### src/rtl/event_sched_pkg.sv
// Shared types and default parameters for the event transmit scheduler.
// EVT_TIMESTAMP_EN adds a timestamp field to evt_t.
package event_sched_pkg;

  localparam int unsigned ADD_W_DEF        = 1;
  localparam int unsigned DEPTH_DEF        = 4;
  localparam int unsigned STALL_MARGIN_DEF = 1;
  localparam int unsigned TS_W_DEF         = 16;

  typedef enum logic [1:0] {
    IDLE     = 2'd0,
    RUN      = 2'd1,
    DRAIN    = 2'd2,
    THROTTLE = 2'd3
  } sched_state_t;

  typedef struct packed {
    logic [ADD_W_DEF-1:0] x;
    logic [ADD_W_DEF-1:0] y;
    logic                 last;
`ifdef EVT_TIMESTAMP_EN
    logic [TS_W_DEF-1:0]  ts;
`endif
  } evt_t;

endpackage

### src/rtl/event_fifo.sv
// First-word-fall-through FIFO with occupancy count; head reads as zero while empty.
module event_fifo #(
  parameter int unsigned WIDTH = 3,
  parameter int unsigned DEPTH = 4,
  localparam int unsigned PTR_W = $clog2(DEPTH),
  localparam int unsigned CNT_W = PTR_W + 1
) (
  input  logic             clk,
  input  logic             rst,
  input  logic             wr_en,
  input  logic [WIDTH-1:0] wr_data,
  input  logic             rd_en,
  output logic [WIDTH-1:0] rd_data,
  output logic [CNT_W-1:0] count,
  output logic             full,
  output logic             empty
);

  logic [WIDTH-1:0] mem [DEPTH];
  logic [PTR_W-1:0] wr_ptr;
  logic [PTR_W-1:0] rd_ptr;
  logic             do_wr;
  logic             do_rd;

  assign empty   = (count == '0);
  assign full    = (count == CNT_W'(DEPTH));
  assign do_rd   = rd_en && !empty;
  // A write into a full FIFO is accepted when a read frees the slot in the same cycle.
  assign do_wr   = wr_en && (!full || do_rd);
  assign rd_data = empty ? '0 : mem[rd_ptr];

  always_ff @(posedge clk) begin
    if (do_wr) mem[wr_ptr] <= wr_data;
  end

  always_ff @(posedge clk or posedge rst) begin
    if (rst) begin
      wr_ptr <= '0;
      rd_ptr <= '0;
      count  <= '0;
    end else begin
      if (do_wr) wr_ptr <= wr_ptr + PTR_W'(1);
      if (do_rd) rd_ptr <= rd_ptr + PTR_W'(1);
      case ({do_wr, do_rd})
        2'b10:   count <= count + CNT_W'(1);
        2'b01:   count <= count - CNT_W'(1);
        default: count <= count;
      endcase
    end
  end

endmodule

### src/rtl/event_tx_scheduler.sv
// Arbiter sequencer: drives enable, buffers granted addresses as events, drains on group release.
// Optional EVT_TIMESTAMP_EN stamps each event with a free-running counter (evt_ts_o).
module event_tx_scheduler
  import event_sched_pkg::*;
#(
  parameter int unsigned ADD_W        = ADD_W_DEF,
  parameter int unsigned DEPTH        = DEPTH_DEF,
  parameter int unsigned STALL_MARGIN = STALL_MARGIN_DEF,
  parameter int unsigned TS_W         = TS_W_DEF,
  localparam int unsigned CNT_W       = $clog2(DEPTH) + 1
) (
  input  logic             grp_release_clk,
  input  logic             reset_i,
  input  logic             start_i,
  input  logic             gnt_valid_i,
  input  logic [ADD_W-1:0] x_add_i,
  input  logic [ADD_W-1:0] y_add_i,
  input  logic             grp_release_i,
  output logic             enable_o,
  output logic             evt_valid_o,
  input  logic             evt_ready_i,
  output logic [ADD_W-1:0] evt_x_o,
  output logic [ADD_W-1:0] evt_y_o,
  output logic             evt_last_o,
  output logic [CNT_W-1:0] count_o,
  output logic             overflow_o
`ifdef EVT_TIMESTAMP_EN
  ,
  output logic [TS_W-1:0]  evt_ts_o
`endif
);

`ifdef EVT_TIMESTAMP_EN
  localparam int unsigned TS_BITS = TS_W;
`else
  // TS_W only sizes the optional timestamp field.
  localparam int unsigned TS_BITS = TS_W - TS_W;
`endif
  localparam int unsigned FIFO_W = 2 * ADD_W + 1 + TS_BITS;

  sched_state_t      state, state_next;
  logic [FIFO_W-1:0] wr_word;
  logic [FIFO_W-1:0] head;
  logic              fifo_full;
  logic              fifo_empty;
  logic              pop;
  logic              throttle_c;

`ifdef EVT_TIMESTAMP_EN
  logic [TS_W-1:0] ts_cnt;

  always_ff @(posedge grp_release_clk or posedge reset_i) begin
    if (reset_i) ts_cnt <= '0;
    else         ts_cnt <= ts_cnt + TS_W'(1);
  end

  assign wr_word  = {x_add_i, y_add_i, grp_release_i, ts_cnt};
  assign evt_ts_o = head[TS_BITS-1:0];
`else
  assign wr_word  = {x_add_i, y_add_i, grp_release_i};
`endif

  assign evt_valid_o = !fifo_empty;
  assign pop         = evt_valid_o && evt_ready_i;
  assign evt_x_o     = head[FIFO_W-1 -: ADD_W];
  assign evt_y_o     = head[FIFO_W-1-ADD_W -: ADD_W];
  assign evt_last_o  = head[TS_BITS];
  assign throttle_c  = (CNT_W'(DEPTH) - count_o) <= CNT_W'(STALL_MARGIN);

  event_fifo #(
    .WIDTH (FIFO_W),
    .DEPTH (DEPTH)
  ) u_fifo (
    .clk     (grp_release_clk),
    .rst     (reset_i),
    .wr_en   (gnt_valid_i),
    .wr_data (wr_word),
    .rd_en   (pop),
    .rd_data (head),
    .count   (count_o),
    .full    (fifo_full),
    .empty   (fifo_empty)
  );

  always_ff @(posedge grp_release_clk or posedge reset_i) begin
    if (reset_i) begin
      state      <= IDLE;
      enable_o   <= 1'b0;
      overflow_o <= 1'b0;
    end else begin
      state    <= state_next;
      enable_o <= (state == RUN);
      if (gnt_valid_i && fifo_full && !pop) overflow_o <= 1'b1;
    end
  end

  // Next-state decode; release and stop take precedence over leaving throttle.
  always_comb begin
    state_next = state;
    case (state)
      IDLE:     if (start_i) state_next = RUN;
      RUN: begin
        if (grp_release_i)   state_next = DRAIN;
        else if (throttle_c) state_next = THROTTLE;
        else if (!start_i)   state_next = DRAIN;
      end
      THROTTLE: begin
        if (grp_release_i || !start_i) state_next = DRAIN;
        else if (!throttle_c)          state_next = RUN;
      end
      DRAIN:    if (count_o == '0) state_next = start_i ? RUN : IDLE;
      default:  state_next = IDLE;
    endcase
  end

endmodule

### config.mk
export PLATFORM = sky130hd
export DESIGN_NAME = event_tx_scheduler
export DESIGN_NICKNAME = d
export VERILOG_FILES = /design/src/rtl/event_sched_pkg.sv /design/src/rtl/event_fifo.sv /design/src/rtl/event_tx_scheduler.sv
export SDC_FILE = /design/constraint.sdc
export NUM_CORES = 1
export LEC_CHECK = 0
export ABC_AREA = 1
export CORE_MARGIN = 1.5
export CORE_UTILIZATION = 55
export CTS_CLUSTER_SIZE = 30
export DETAILED_ROUTE_END_ITERATION = 6
export PLACE_DENSITY = 0.78
export SLEW_MARGIN = 0
export SYNTH_ARGS = -nofsm -noshare
export SYNTH_HDL_FRONTEND = slang
export SYNTH_SLANG_ARGS = --single-unit
### constraint.sdc
create_clock -name grp_release_clk -period 6.1 [get_ports grp_release_clk]
set_input_delay 0.915 -clock grp_release_clk [delete_from_list [all_inputs] [get_ports grp_release_clk]]
set_output_delay 0.915 -clock grp_release_clk [all_outputs]
set_load 0.02 [all_outputs]
Word level (Yosys, flattened, before mapping)

Memories as Yosys holds them, arrays and structs flattened.
Cells that the tools add are included.

Order comparisons: 1
Equality and inequality tests: 10
Add/sub/neg operators: 5
$mul: 0
Shift-type cells: 0
Mux-type cells: 13
Reduce and logical (&&, ||, !) cells: 15
Divide/modulo/power cells: 0
Bitwise gates (word level): 0

Operator list:

| operator                                                               | number |
|---|---|
| 2-bit two-way mux                                                      | 7 |
| 2-bit one-hot mux with 4 select lines                                  | 1 |
| 2-bit equality test (second input constant)                            | 3 |
| 3-bit one-hot mux with 2 select lines                                  | 1 |
| 1-bit logical AND                                                      | 5 |
| 2-bit by 1-bit adder with 2-bit output (second input constant)         | 2 |
| 2-bit by 1-bit equality test with 1-bit output (second input constant) | 2 |
| 1-bit zero test                                                        | 4 |
| 4-bit != test (second input constant)                                  | 1 |
| 4-bit AND reduction                                                    | 1 |
| 3-bit by 1-bit adder with 3-bit output (second input constant)         | 1 |
| 3-bit equality test (second input constant)                            | 1 |
| 3-bit by 1-bit <= comparator with 1-bit output (second input constant) | 1 |
| 3-bit zero test                                                        | 1 |
| 1-bit two-way mux                                                      | 3 |
| 3-bit two-way mux                                                      | 1 |
| 3-bit != test (second input constant)                                  | 1 |
| 3-bit by 1-bit subtractor with 3-bit output (second input constant)    | 1 |
| 3-bit subtractor (first input constant)                                | 1 |
| 2-bit zero test                                                        | 1 |
| 1-bit logical OR                                                       | 2 |
| 2-bit by 1-bit != test with 1-bit output (second input constant)       | 1 |
| 2-bit != test (second input constant)                                  | 1 |
| 2-bit nonzero test                                                     | 1 |

Logic and storage cells: 51
Bits in read-only memories: 0
Output and inout bits: 9
RAM bits: 12
Memories: 1
Flip-flop bits (word level): 11
Bits in latches: 0

Memories:

| memory     | words | bits a word | rd ports | clocked after Yosys merged registers in | write ports | line             | text |
|---|---|---|---|---|---|---|---|
| u_fifo.mem | 4     | 3           | 1        | 0                                       | 1           | event_fifo.sv:19 | `logic [WIDTH-1:0] mem [DEPTH];` |

Longest topological paths before layout

Depth in word-level cells: 8
Mapped depth: 11
Gate-level depth less buffers: 11

Cells and area by module

A second synthesis with hierarchy kept.

Cells, all modules: 145
Area total of the unflattened synthesis: 1271.2 um^2

Modules (own cells, without submodules):

| module             | area an instance (um^2) | seq. area each (um^2) | times used | cells each |
|---|---|---|---|---|
| event_fifo         | 935.9                   | 535.5                 | 1          | 92 |
| event_tx_scheduler | 335.3                   | 100.1                 | 1          | 53 |

Least setup slack after synthesis

OpenSTA, ideal clock, no wires.

Path type: flip-flop to output port
From: register u_fifo.count[0]
To: output evt_last_o
Arrival time: 1.425 ns
Setup slack: 3.760 ns
Path buffers: 0
Cell stages (with the launch flop): 5
Path through: dfrtp_1 -> inv_2 -> ha_1 -> ha_1 -> a21oi_1

Cells in the longest elaborated chain, start to end: 2

Ends and longest elaborated chain:

| what                   | line                     | text |
|---|---|---|
| from (decl)            | event_fifo.sv:14         | `output logic [CNT_W-1:0] count,` |
| from (signal assigned) | event_fifo.sv:45         | `2'b10: count <= count + CNT_W'(1);` |
| from (signal assigned) | event_fifo.sv:46         | `2'b01: count <= count - CNT_W'(1);` |
| from (signal assigned) | event_fifo.sv:47         | `default: count <= count;` |
| 3-bit zero test        | event_fifo.sv:25         | `assign empty = (count == '0);` |
| 3-bit two-way mux      | event_fifo.sv:30         | `assign rd_data = empty ? '0 : mem[rd_ptr];` |
| to (decl)              | event_tx_scheduler.sv:24 | `output logic evt_last_o,` |

Every way passes these cells.

Worst setup path in the final report

From: register u_fifo.count[0]
To: output evt_y_o

Cells in the longest elaborated chain, start to end: 2

Ends and longest elaborated chain:

| what              | line                     | text |
|---|---|---|
| 3-bit zero test   | event_fifo.sv:25         |  |
| 3-bit two-way mux | event_fifo.sv:30         |  |
| to (decl)         | event_tx_scheduler.sv:23 | `output logic [ADD_W-1:0] evt_y_o,` |

Every way passes these cells.

==> qor.tcl <==
set qor(netlist_instances) 128
set qor(worst_hold_path_type) {flip-flop to flip-flop}
set qor(syn_to_final_growth_pct) 18.0
set qor(r2r-end) {u_fifo.count[2]}
set qor(first_iter_violations) 18
set qor(timing.critical_path.buf_inv) 2
set qor(crit_path_start_kind) {flip-flop}
set qor(layout_common_cells) {sky130_fd_sc_hd__nor2_1, sky130_fd_sc_hd__nand2_1, sky130_fd_sc_hd__inv_1}
set qor(totalNegativeSetupSlack_ns) 0
set qor(grt_pass1_vias) 823
set qor(ant_diodes) 0
set qor(drt_drc_violations_left) 0
set qor(cp_top_family) {buffers and inverters}
set qor(period_share) 0.493
set qor(synthMuxAreaShare) 0
set qor(synth_area_um2) 1200
set qor(detail_route.wl_per_cell_um) 11.5
set qor(worst_setup_hold_path_clk_slew_ns) 0.11
set qor(syn-num-nets) 146
set qor(routabilityCongestion) 0.899
set qor(synth_top_family_by_area) {simple AND/OR/NAND/NOR gates}
set qor(ys_types) 19
set qor(setup_viol) 0
set qor(drt-pass1-iter-count) 4
set qor(timing.final.max_slew_violations) 0
set qor(num_rows) 16
set qor(grt_max_degree) 13
set qor(design.die.area_um2) 2460
set qor(postSynthRegisterBits) 23
set qor(synth_sequential_area_ratio) 0.531
set qor(synth-simple-area-share) 0.179
set qor(static-leakage-power_uw) 0.000632
set qor(outcome) {complete, no violations}
set qor(unrepaired_setup_endpoints_after_global_routing) {no}
set qor(synth_adder_area_share) 0.111
set qor(synth_compound_area_frac) 0.0690
set qor(number_of_cells_on_the_worst_reg_to_reg_path) 11
set qor(swShare) 0.427
set qor(yosys.area.top_type) {sky130_fd_sc_hd__edfxtp_1}
set qor(place.port_buffers) 16
set qor(clock_tree.htree_level_count) 1
set qor(timing.critical_path.depth) 5
set qor(hold_viol) 0
set qor(worstPathMaxFanout) 6
set qor(timing.max_cap.violations) 0
set qor(postSynthAreaPerCell_um2) 9.34
set qor(fmax_mhz) 333
set qor(boundaryPins) 17
set qor(hold_depth) 1
set qor(grt_pass1_wl_um) 3540
set qor(finalWirelength_um) 2000
set qor(share_comb_of_total_power) 0.536
set qor(critical-path-top-cell-by-count) {sky130_fd_sc_hd__ha_1}
set qor(fp.dieW_um) 49.6
set qor(cts-buffers-inserted) 3
set qor(yosys_warnings) 0
set qor(layout.nets) 166
set qor(vdd_ir_drop_max_mv) 0.317
set qor(yosysTopAreaCellShare) 0.301
set qor(synthXorXnorAreaFrac) 0.0366
set qor(cts_num_sinks) 23
set qor(cts_hold_buffers) 0
set qor(grt.total_usage) 0.194
set qor(post_synth_main_area_contributors) {sky130_fd_sc_hd__edfxtp_1, sky130_fd_sc_hd__dfrtp_1, sky130_fd_sc_hd__ha_1}
set qor(instances_no_fill) 174
set qor(cts_setup_buffers) 0
set qor(clock-skew-final_ns) 0.00345
set qor(cp_cell_sequence) {inv_2 > ha_1 > ha_1 > a21oi_1 > clkdlybuf4s50_1}
set qor(timing.critical_path.required_ns) 5.18
set qor(power_frac_seq) 0.369
set qor(max_slew.worst_pin.slew_ns) 0.400
set qor(cp_slowest_cell) {sky130_fd_sc_hd__clkdlybuf4s50_1}
set qor(crit_type) {flip-flop to output port}
set qor(min_delay_worst_endpoint) {overflow_o}
set qor(placedCellCount) 170
set qor(globalRouteOverflowTotal) 0
set qor(routed_via_density) 4.96
set qor(cts_tree) {built}
set qor(netSwitchingPower_uw) 304
set qor(cp_slowest_stage_delay_ns) 0.62
set qor(clk-insertion-delay-late_ns) 0.31
set qor(timing.final.crit_period_ns) 3.01
set qor(die_height_um) 49.6
set qor(layout_commonest_cell) {sky130_fd_sc_hd__nor2_1}
set qor(detailed_place_hpwl_um) 1600
set qor(core_area_um2) 2000
set qor(crit_arrival_ns) 2.09
set qor(setup.worst_path.end_class) {output port}
set qor(start_util) 0.597
set qor(hold_path.startpoint) {overflow_o}
set qor(vias) 863
set qor(cts-root-to-sink-buffers) 2
set qor(powerDensity_nw_per_um2) 504
set qor(post_cts_resize_count) 0
set qor(postRouteAntennaNets) 0
set qor(root_buffer) {sky130_fd_sc_hd__clkbuf_4}
set qor(timing.reg2reg.setup_slack_ns) 3.62
set qor(rr_startpoint) {u_fifo.count[0]}
set qor(antenna_violations_before_repair) 0
set qor(slew_margin_rel) 0.733
set qor(share_clk_of_total_power) 0.095
set qor(fin_hold_ws_ns) 0.512
set qor(cell_internal_pwr_uw) 407
set qor(final_core_util) 0.705
set qor(layout-drive-gt1-share) 0.0816
==> worst max path at each step <==
stage | start | endpoint
finish | u_fifo.count[0] | evt_y_o
global route | u_fifo.count[0] | evt_x_o
CTS | u_fifo.count[0] | evt_y_o
detailed placement | evt_ready_i | u_fifo.count[2]
global placement | evt_ready_i | u_fifo.count[2]
floorplan | u_fifo.count[0] | evt_last_o
==> state kept, by name, indices dropped and copies added (netlist names) <==
register and flops:
u_fifo.wr_ptr 2, enable_o 1, overflow_o 1, u_fifo.rd_ptr 2
state 2, u_fifo.mem 12, u_fifo.count 3
==> area by class of cell <==
cell class / instances / area [µm²]
Clock buffer: 4 / 26.3
Tap cell: 27 / 33.8
Fill cell: 149 / 591
Inverter: 22 / 82.6
Timing Repair Buffer: 16 / 160
Multi-Input combinational cell: 82 / 473
Sequential cell: 23 / 636
==> metal layers <==
metal / share of wire / GRT usage / vias up
li1: - / - / 443
met2: 0.47 / 0.309 / 17
met1: 0.47 / 0.244 / 398
met4: 0.023 / 0.106 / 0
met3: 0.038 / 0.0455 / 5
met5: 0 / 0 / -
==> Yosys cell counts <==
| library cell | instances |
|---|---|
| sky130_fd_sc_hd__buf_2 | 1 |
| sky130_fd_sc_hd__a21oi_1 | 5 |
| sky130_fd_sc_hd__inv_2 | 5 |
| sky130_fd_sc_hd__nand2_1 | 17 |
| sky130_fd_sc_hd__o21ai_1 | 5 |
| sky130_fd_sc_hd__dfrtp_1 | 11 |
| sky130_fd_sc_hd__nand3_1 | 7 |
| sky130_fd_sc_hd__ha_1 | 9 |
| sky130_fd_sc_hd__fa_1 | 1 |
| sky130_fd_sc_hd__nor2_1 | 23 |
| sky130_fd_sc_hd__o21bai_1 | 1 |
| sky130_fd_sc_hd__xnor2_1 | 1 |
| sky130_fd_sc_hd__edfxtp_1 | 12 |
| sky130_fd_sc_hd__xor2_1 | 4 |
| sky130_fd_sc_hd__nand2_2 | 1 |
| sky130_fd_sc_hd__nand3_2 | 1 |
| sky130_fd_sc_hd__inv_1 | 17 |
| sky130_fd_sc_hd__o21ai_0 | 5 |
| sky130_fd_sc_hd__nor2_2 | 2 |
==> stage by stage <==
step                      power [µW]  worst slack, ns  instance area, µm²
after global routing             780             2.97                1410
after detailed placement         646             3.33                1390
after floorplan                  516             3.76                1200
final                            711             3.09                1410
after CTS                        717             3.06                1410
after global placement           628             3.37                1390
==> kinds of logic after synthesis <==
| family | count (synthesis) |
|---|---|
| simple gates | 51 |
| flops | 23 |
| xor+xnor | 5 |
| compound gates | 16 |
| fa+ha+maj | 10 |
| buf+inv | 23 |
==> power groups by stage <==
stage	sequential [µW]	clock [µW]	combinational [µW]
global route	272	74.7	434
CTS	263	71.0	383
finish	262	67.8	381
detailed placement	267	0	379
global placement	264	0	364
floorplan	272	0	244
(Power assumes the default switching activity.)
